==> src/rtl/dm_access_unit.sv <==
// Data-memory load/store unit: turns one datapath access into a word-aligned bus
// transaction with byte enables and returns extended load data or an error.
module dm_access_unit #(
   parameter int unsigned TIMEOUT = 16,
   parameter int unsigned AW      = 32
) (
   input  logic          clk,
   input  logic          rstn,
   input  logic          req_valid,
   output logic          req_ready,
   input  logic          req_we,
   input  logic [2:0]    req_dmtype,
   input  logic [AW-1:0] req_addr,
   input  logic [31:0]   req_wdata,
   output logic          rsp_valid,
   input  logic          rsp_ready,
   output logic [31:0]   rsp_rdata,
   output logic          rsp_err,
   output logic          bus_req,
   output logic          bus_we,
   output logic [AW-1:0] bus_addr,
   output logic [3:0]    bus_be,
   output logic [31:0]   bus_wdata,
   input  logic          bus_ack,
   input  logic [31:0]   bus_rdata
);

   localparam int unsigned CW = (TIMEOUT > 0) ? $clog2(TIMEOUT + 1) : 1;
   localparam logic [CW-1:0] TO_VAL = CW'(TIMEOUT);

   localparam logic [2:0] DT_W  = 3'b000;
   localparam logic [2:0] DT_H  = 3'b001;
   localparam logic [2:0] DT_B  = 3'b010;
   localparam logic [2:0] DT_HU = 3'b011;
   localparam logic [2:0] DT_BU = 3'b100;

   typedef enum logic [1:0] {
      S_IDLE,
      S_BUS,
      S_RESP
   } state_e;

   state_e        state_q, state_d;
   logic          we_q, we_d;
   logic [2:0]    dmtype_q, dmtype_d;
   logic [1:0]    off_q, off_d;
   logic [CW-1:0] cnt_q, cnt_d;
   logic          req_ready_q, req_ready_d;
   logic          rsp_valid_q, rsp_valid_d;
   logic          rsp_err_q, rsp_err_d;
   logic [31:0]   rsp_rdata_q, rsp_rdata_d;
   logic          bus_req_q, bus_req_d;
   logic          bus_we_q, bus_we_d;
   logic [AW-1:0] bus_addr_q, bus_addr_d;
   logic [3:0]    bus_be_q, bus_be_d;
   logic [31:0]   bus_wdata_q, bus_wdata_d;

   logic          illegal;
   logic          misaligned;
   logic [CW-1:0] cnt_inc;
   logic          timeout_hit;

   function automatic logic [3:0] byte_enables(input logic [2:0] dt, input logic [1:0] off);
      case (dt)
         DT_W:         byte_enables = 4'b1111;
         DT_H, DT_HU:  byte_enables = 4'b0011 << off;
         DT_B, DT_BU:  byte_enables = 4'b0001 << off;
         default:      byte_enables = 4'b0000;
      endcase
   endfunction

   function automatic logic [31:0] load_extend(input logic [2:0] dt, input logic [31:0] word,
                                               input logic [1:0] off);
      logic [31:0] s;
      s = word >> {off, 3'b000};
      case (dt)
         DT_H:    load_extend = {{16{s[15]}}, s[15:0]};
         DT_HU:   load_extend = {16'h0000, s[15:0]};
         DT_B:    load_extend = {{24{s[7]}}, s[7:0]};
         DT_BU:   load_extend = {24'h000000, s[7:0]};
         default: load_extend = s;
      endcase
   endfunction

   assign illegal    = (req_dmtype > DT_BU);
   assign misaligned = (((req_dmtype == DT_H) || (req_dmtype == DT_HU)) && req_addr[0]) ||
                       ((req_dmtype == DT_W) && (req_addr[1:0] != 2'b00));
   assign cnt_inc     = cnt_q + CW'(1);
   assign timeout_hit = (TIMEOUT != 0) && (cnt_inc == TO_VAL);

   always_comb begin
      state_d     = state_q;
      we_d        = we_q;
      dmtype_d    = dmtype_q;
      off_d       = off_q;
      cnt_d       = cnt_q;
      req_ready_d = req_ready_q;
      rsp_valid_d = rsp_valid_q;
      rsp_err_d   = rsp_err_q;
      rsp_rdata_d = rsp_rdata_q;
      bus_req_d   = bus_req_q;
      bus_we_d    = bus_we_q;
      bus_addr_d  = bus_addr_q;
      bus_be_d    = bus_be_q;
      bus_wdata_d = bus_wdata_q;

      case (state_q)
         S_IDLE: begin
            if (req_valid) begin
               we_d        = req_we;
               dmtype_d    = req_dmtype;
               off_d       = req_addr[1:0];
               cnt_d       = '0;
               req_ready_d = 1'b0;
               // Error requests never touch the bus; they respond one cycle later.
               if (illegal || misaligned) begin
                  state_d     = S_RESP;
                  rsp_valid_d = 1'b1;
                  rsp_err_d   = 1'b1;
                  rsp_rdata_d = 32'h0;
               end else begin
                  state_d     = S_BUS;
                  bus_req_d   = 1'b1;
                  bus_we_d    = req_we;
                  bus_addr_d  = {req_addr[AW-1:2], 2'b00};
                  bus_be_d    = byte_enables(req_dmtype, req_addr[1:0]);
                  bus_wdata_d = req_wdata << {req_addr[1:0], 3'b000};
               end
            end
         end

         S_BUS: begin
            // An ack arriving together with the final timeout count still wins.
            if (bus_ack || timeout_hit) begin
               state_d     = S_RESP;
               bus_req_d   = 1'b0;
               bus_we_d    = 1'b0;
               bus_addr_d  = '0;
               bus_be_d    = 4'b0000;
               bus_wdata_d = 32'h0;
               rsp_valid_d = 1'b1;
               rsp_err_d   = !bus_ack;
               rsp_rdata_d = (bus_ack && !we_q) ? load_extend(dmtype_q, bus_rdata, off_q) : 32'h0;
            end else if (TIMEOUT != 0) begin
               cnt_d = cnt_inc;
            end
         end

         S_RESP: begin
            if (rsp_ready) begin
               state_d     = S_IDLE;
               rsp_valid_d = 1'b0;
               rsp_err_d   = 1'b0;
               rsp_rdata_d = 32'h0;
               req_ready_d = 1'b1;
            end
         end

         default: begin
            state_d     = S_IDLE;
            req_ready_d = 1'b1;
            rsp_valid_d = 1'b0;
            bus_req_d   = 1'b0;
         end
      endcase
   end

   always_ff @(posedge clk or negedge rstn) begin
      if (!rstn) begin
         state_q     <= S_IDLE;
         we_q        <= 1'b0;
         dmtype_q    <= DT_W;
         off_q       <= 2'b00;
         cnt_q       <= '0;
         req_ready_q <= 1'b1;
         rsp_valid_q <= 1'b0;
         rsp_err_q   <= 1'b0;
         rsp_rdata_q <= 32'h0;
         bus_req_q   <= 1'b0;
         bus_we_q    <= 1'b0;
         bus_addr_q  <= '0;
         bus_be_q    <= 4'b0000;
         bus_wdata_q <= 32'h0;
      end else begin
         state_q     <= state_d;
         we_q        <= we_d;
         dmtype_q    <= dmtype_d;
         off_q       <= off_d;
         cnt_q       <= cnt_d;
         req_ready_q <= req_ready_d;
         rsp_valid_q <= rsp_valid_d;
         rsp_err_q   <= rsp_err_d;
         rsp_rdata_q <= rsp_rdata_d;
         bus_req_q   <= bus_req_d;
         bus_we_q    <= bus_we_d;
         bus_addr_q  <= bus_addr_d;
         bus_be_q    <= bus_be_d;
         bus_wdata_q <= bus_wdata_d;
      end
   end

   assign req_ready = req_ready_q;
   assign rsp_valid = rsp_valid_q;
   assign rsp_err   = rsp_err_q;
   assign rsp_rdata = rsp_rdata_q;
   assign bus_req   = bus_req_q;
   assign bus_we    = bus_we_q;
   assign bus_addr  = bus_addr_q;
   assign bus_be    = bus_be_q;
   assign bus_wdata = bus_wdata_q;

endmodule

==> config.mk <==
export PLATFORM = sky130hd
export DESIGN_NAME = dm_access_unit
export DESIGN_NICKNAME = d
export VERILOG_FILES = /design/src/rtl/dm_access_unit.sv
export SDC_FILE = /design/constraint.sdc
export NUM_CORES = 1
export LEC_CHECK = 0
export BUFFER_PORTS_ARGS = -buffer_cell sky130_fd_sc_hd__clkbuf_2
export CAP_MARGIN = 20
export CORE_MARGIN = 2
export CORE_UTILIZATION = 55
export DETAILED_ROUTE_END_ITERATION = 6
export PLACE_DENSITY = 0.86
export SLEW_MARGIN = 30
export SYNTH_ARGS = -nofsm -noshare
export SYNTH_HDL_FRONTEND = slang
export SYNTH_SLANG_ARGS = --single-unit
==> constraint.sdc <==
create_clock -name clk -period 3.2 [get_ports clk]
set_input_delay 0.16 -clock clk [delete_from_list [all_inputs] [get_ports clk]]
set_output_delay 0.16 -clock clk [all_outputs]
set_load 0.03 [all_outputs]
# == Word level (Yosys, flattened, before mapping) ==
# Cells that the tools add are included.
# word_totals
register_bits,118
inputBits,105
elab_cells,107
# classes
add_sub_neg,1
magnitude_cmp,1
eq_ne,17
shift,4
n_mux,44
n_bitwise,2
n_reduce_logical,24
# op_table
op,n
32-bit 2-to-1 mux,10
32-bit one-hot mux with 2 select lines,2
32-bit one-hot mux with 4 select lines,1
32-bit one-hot mux with 3 select lines,1
32-bit by 5-bit << shifter with 32-bit output,1
32-bit by 5-bit >> shifter with 32-bit output,1
"3-bit by 2-bit == test with 1-bit output, second input constant",4
1-bit 2-to-1 mux,12
4-bit 2-to-1 mux,3
"2-bit != test, second input constant",6
1-bit one-hot mux with 3 select lines,4
4-bit one-hot mux with 3 select lines,1
4-bit AND reduction,3
5-bit 2-to-1 mux,2
5-bit one-hot mux with 2 select lines,1
3-bit AND reduction,3
2-bit 2-to-1 mux,4
4-bit one-hot mux with 2 select lines,1
"3-bit by 1-bit == test with 1-bit output, second input constant",2
"3-bit == test, second input constant",2
2-bit one-hot mux with 3 select lines,1
"5-bit by 1-bit adder with 5-bit output, second input constant",1
"5-bit == test, second input constant",1
5-bit AND reduction,1
other kinds (16),25

# == Longest topological paths before layout ==
# depth
ltp_word,8
depth_mapped,9
mapped_depth_nobuf,7

# == Worst setup path after synthesis ==
# No wires, ideal clock.
# synth_path
path_type,register to register
start,register state_q[1]
end,register cnt_q[4]
arrival_ns,2.085
required_time_ns,3.110
slack_ns,1.024
path_stages_with_launch,9
synth_period_minus_slack_ns,2.176
path_cell_list,dfrtp_1 -> inv_1 -> ha_1 -> clkbuf_1 -> nand2b_1 -> or4_1 -> or3b_2 -> a21o_1 -> o221ai_1
# synth_between
elab_chain_len,3
elab_cells_between_ends,7
# synth_lines
element,line_no,rtl
start: declaration,43,"state_e state_q, state_d;"
start signal: assignment,185,state_q <= state_d;
2-bit by 1-bit == test with 1-bit output / 2-bit zero test (equally long branches),107,case (state_q)
2-bit != test (no source line) / 2-bit nonzero test (equally long branches),n/a,
3-bit AND reduction (no source line),n/a,
end signal: assignment,189,cnt_q <= cnt_d;
end: declaration,47,"logic [CW-1:0] cnt_q, cnt_d;"
# Several ways; a longest one is shown, not always the timed one.
# A chain may end at the register's enable or synchronous reset.

# == Worst setup path after layout ==
# layout_path
start,register state_q[1]
end,"register bus_addr_q[26], in the netlist bus_addr[26]"
# layout_between
elab_chain_len,3
elab_cells_between_ends,8
# layout_lines
element,line_no,rtl
2-bit by 1-bit == test with 1-bit output / 2-bit zero test (equally long branches),107,
2-bit != test (no source line) / 2-bit nonzero test (equally long branches),n/a,
4-bit AND reduction (no source line),n/a,
end signal: assignment,196,bus_addr_q <= bus_addr_d;
end: declaration,54,"logic [AW-1:0] bus_addr_q, bus_addr_d;"
# Several ways; a longest one is shown, not always the timed one.

==> key figures <==
Status
  – Status: completed

Pwr
  – Lkg Pwr: just over 4 nW
  – Sw frac: 0.428
  – Sw power: 3.68 mW
  – Combinational share of power: 0.512
  – Maximum VDD drop: about 0.80 mV
  – PD cells: between 1000 and 1500 nW/µm²
  – Clock power frac: 0.207
  – Internal: between 4 and 5 mW
  – Sequential Power Share: 0.281

Clocking
  – H-tree depth: 4
  – Clk buf depth: 2
  – Post-CTS Setup Repair Bufs: 0
  – CTS Hold Buffers Added: 2
  – CTS buffer count: 17
  – CTS Sinks: approximately 120
  – Reg clk slew, reported paths: ~0.050 ns
  – CTS tree: built
  – Root Driver: clkbuf_16
  – Clock latency at the later pin of the worst-skew pair: slightly above 0.4 ns
  – Post-CTS Resized: 0

Place
  – Post-DP HPWL: 12100 µm
  – GPL Wtd Cong: about 0.94
  – Port buffer count: a little over 200
  – Pre-CTS WS: around 0.53 ns
  – Cells after DPL: ~910

Drt
  – DRC: 0
  – Routed WL: about 17000 µm
  – Vias: 5502
  – Via/cell ratio: approximately 6
  – Wire length per cell: between 15 and 20 µm
  – DRT Pass-1 Iters: 5
  – Initial drt markers: 436
  – Post-route antenna net violation count: 0

Setup path
  – Element type at the critical path start: flip-flop
  – Worst setup EP type: flip-flop
  – Critical path type: reg2reg
  – CP Data Required Time: ~3.5 ns
  – Critical Path AT: around 3.0 ns
  – Max FO, Critical Path: 66

Final layout
  – Ant diodes: 0
  – Post-Layout Cell Count: 940
  – P&R area growth vs syn: 26.2%
  – # nets final: around 900
  – Post-Route Utilization: 0.708
  – Area of the multi-input gates: between 3000 and 4000 µm²
  – Storage element area: approximately 2900 µm²
  – Layout cells sized above 1: 0.402
  – FILL cells: about 800

Die
  – Core region area: 11300 µm²
  – Die X: 111 µm
  – IO Pins: between 200 and 250
  – Initial Util: 0.561
  – Die area: roughly 12000 µm²
  – Chip height: ~110 µm
  – Cell Rows: 39

STA
  – Final Hold Fails: 0
  – Setup violators final: 0
  – Skew final: about 0.0092 ns
  – Worst rel slew slack: 0.337
  – RSZ-0062 raised after global routing: no
  – Fmax: 373 MHz
  – Final Hold Slack: 0.00799 ns
  – Worst Tran Pin Value: 0.994 ns
  – Tcrit/Tclk final: 0.838
  – Minimum clock period: 2.68 ns
  – TNS Setup: 0 ns
  – Count of final max-slew check failures: 0
  – Final WS setup: 0.517 ns

Worst hold path
  – HP Class: in2reg

Run
  – Max cap viols: 0

GRT
  – Global-route wire length before repair: about 28000 µm
  – Initial antenna violation count: 0
  – All-layer global routing usage: 0.276
  – Largest net degree at the start of global routing: just under 80
  – Vias in the first global route: 5568
  – Gr ovfl total: 0

Logic synthesis
  – Synth Warn #: 0
  – Sequential element share of the synthesized area: 0.457
  – Ys async rst share: 1.00
  – #FFs+latches synth: between 100 and 150
  – Top-count cell post-synth: dfrtp_1
  – Synthesized cell area: 6350 µm²
  – Top_reg_cell synth: dfrtp_1
  – Synth top area share: 0.453
  – Syn Area/Cell: 10.7 µm²
  – Post-synth cell types: 57
  – Post-synth EDFFs: 0
  – Most area-hungry cell type in the Yosys netlist: dfrtp_1
  – Cells after Synth: approximately 590
  – Synth top area cells: dfrtp_1 (45%), mux2_2 (8.5%), mux2i_1 (6.9%)
  – Synth cell count leaders: dfrtp_1 (115), nor2b_1 (53), mux2_2 (48), mux2i_1 (44), nor2_1 (36)
flip-flops by register name, indices dropped and copies added (netlist names):
| register | cells |
|---|---|
| bus_addr | 30 |
| bus_be | 4 |
| bus_req | 1 |
| bus_wdata | 32 |
| bus_we | 1 |
| cnt_q | 5 |
| dmtype_q | 3 |
| off_q | 2 |
| req_ready | 1 |
| rsp_err | 1 |
| rsp_rdata | 32 |
| rsp_valid | 1 |
| state_q | 2 |
| we_q | 1 |
cell type report:
type	instances	area share
inverters	14	0.00656
clock inverters	4	0.00593
clock buffers	25	0.0631
flip-flops and latches	116	0.362
repair buffers	219	0.142
multi-input cells	419	0.398
well taps	143	0.0223
worst paths after layout:
kind,endpoint,depth (start not counted),start,slack [ns]
max,bus_addr[26]$_DFFE_PN0P_,6,state_q[1]$_DFFE_PN0P_,0.52
min,bus_wdata[3]$_DFFE_PN0P_,3,req_wdata[3],0.008
min reg2reg,bus_wdata[23]$_DFFE_PN0P_,1,bus_wdata[23]$_DFFE_PN0P_,0.48
max in group asynchronous,bus_wdata[6]$_DFFE_PN0P_,3,rstn,2.01
min in group asynchronous,bus_addr[5]$_DFFE_PN0P_,2,rstn,0.36
max reg2reg,bus_addr[26]$_DFFE_PN0P_,6,state_q[1]$_DFFE_PN0P_,0.52
power by group through the flow:
stage	combinational (mW)	clock, mW	sequential (mW)
global route	4.69	1.87	2.47
global placement	4.25	0	2.38
CTS	4.39	1.80	2.40
finish	4.40	1.78	2.41
detailed placement	4.37	0	2.42
floorplan	2.48	0	3.23
critical path, cell delays in order (launching register included):
cell and delay [ns]:
dfrtp_1 0.37, inv_1 0.10, ha_2 0.22, buf_4 0.50, nor2_1 0.13, or3_4 0.73, mux2_4 0.44
metrics by stage:
stage	instance area [µm²]	power, mW
detailed placement	7440	6.79
finish	8020	8.59
floorplan	6350	5.71
global placement	7440	6.63
global route	8020	9.03
CTS	8010	8.59
cells in the final DEF, fill, tap and decap left out, drive strengths merged, types with 2 or more instances in the layout:
cell and instances:
nor2b 53, o2bb2ai 9, clkinv 2, and3b 3, a22oi 2, a21oi 32
nor4 12, dfrtp 115, clkbuf 231, mux2i 44, or2 2, nor3 4
a211oi 30, nand2b 5, o221ai 2, or3 3, and2 2, nand3b 2
mux2 68, dlygate4sd3 2, nand2 28, nor2 36, xnor2 2, a21o 13
o311a 2, a22o 9, nand3 5, conb 2, inv 14, ha 4
a2bb2oi 2, o211ai 2, o21ai 24, buf 11
cell families after synthesis:
| family | share of synthesized area |
|---|---|
| and+or+nand+nor | 0.137 |
| AOI/OAI and AO/OA | 0.147 |
| DFF | 0.457 |
| muxes | 0.205 |
| buffers and inverters | 0.0414 |
| adders and majority gates | 0.00788 |
| xor gates and xnor gates | 0.00414 |
| other | 0.000591 |
per-layer routing:
metal  GRT usage  up-vias  part of all wire
li1            -     2516                 -
met1       0.347     2656              0.40
met5           0        -                 0
met3      0.0773       35             0.088
met2       0.456      295              0.49
met4       0.105        0             0.023
(Power assumes the default switching activity.)
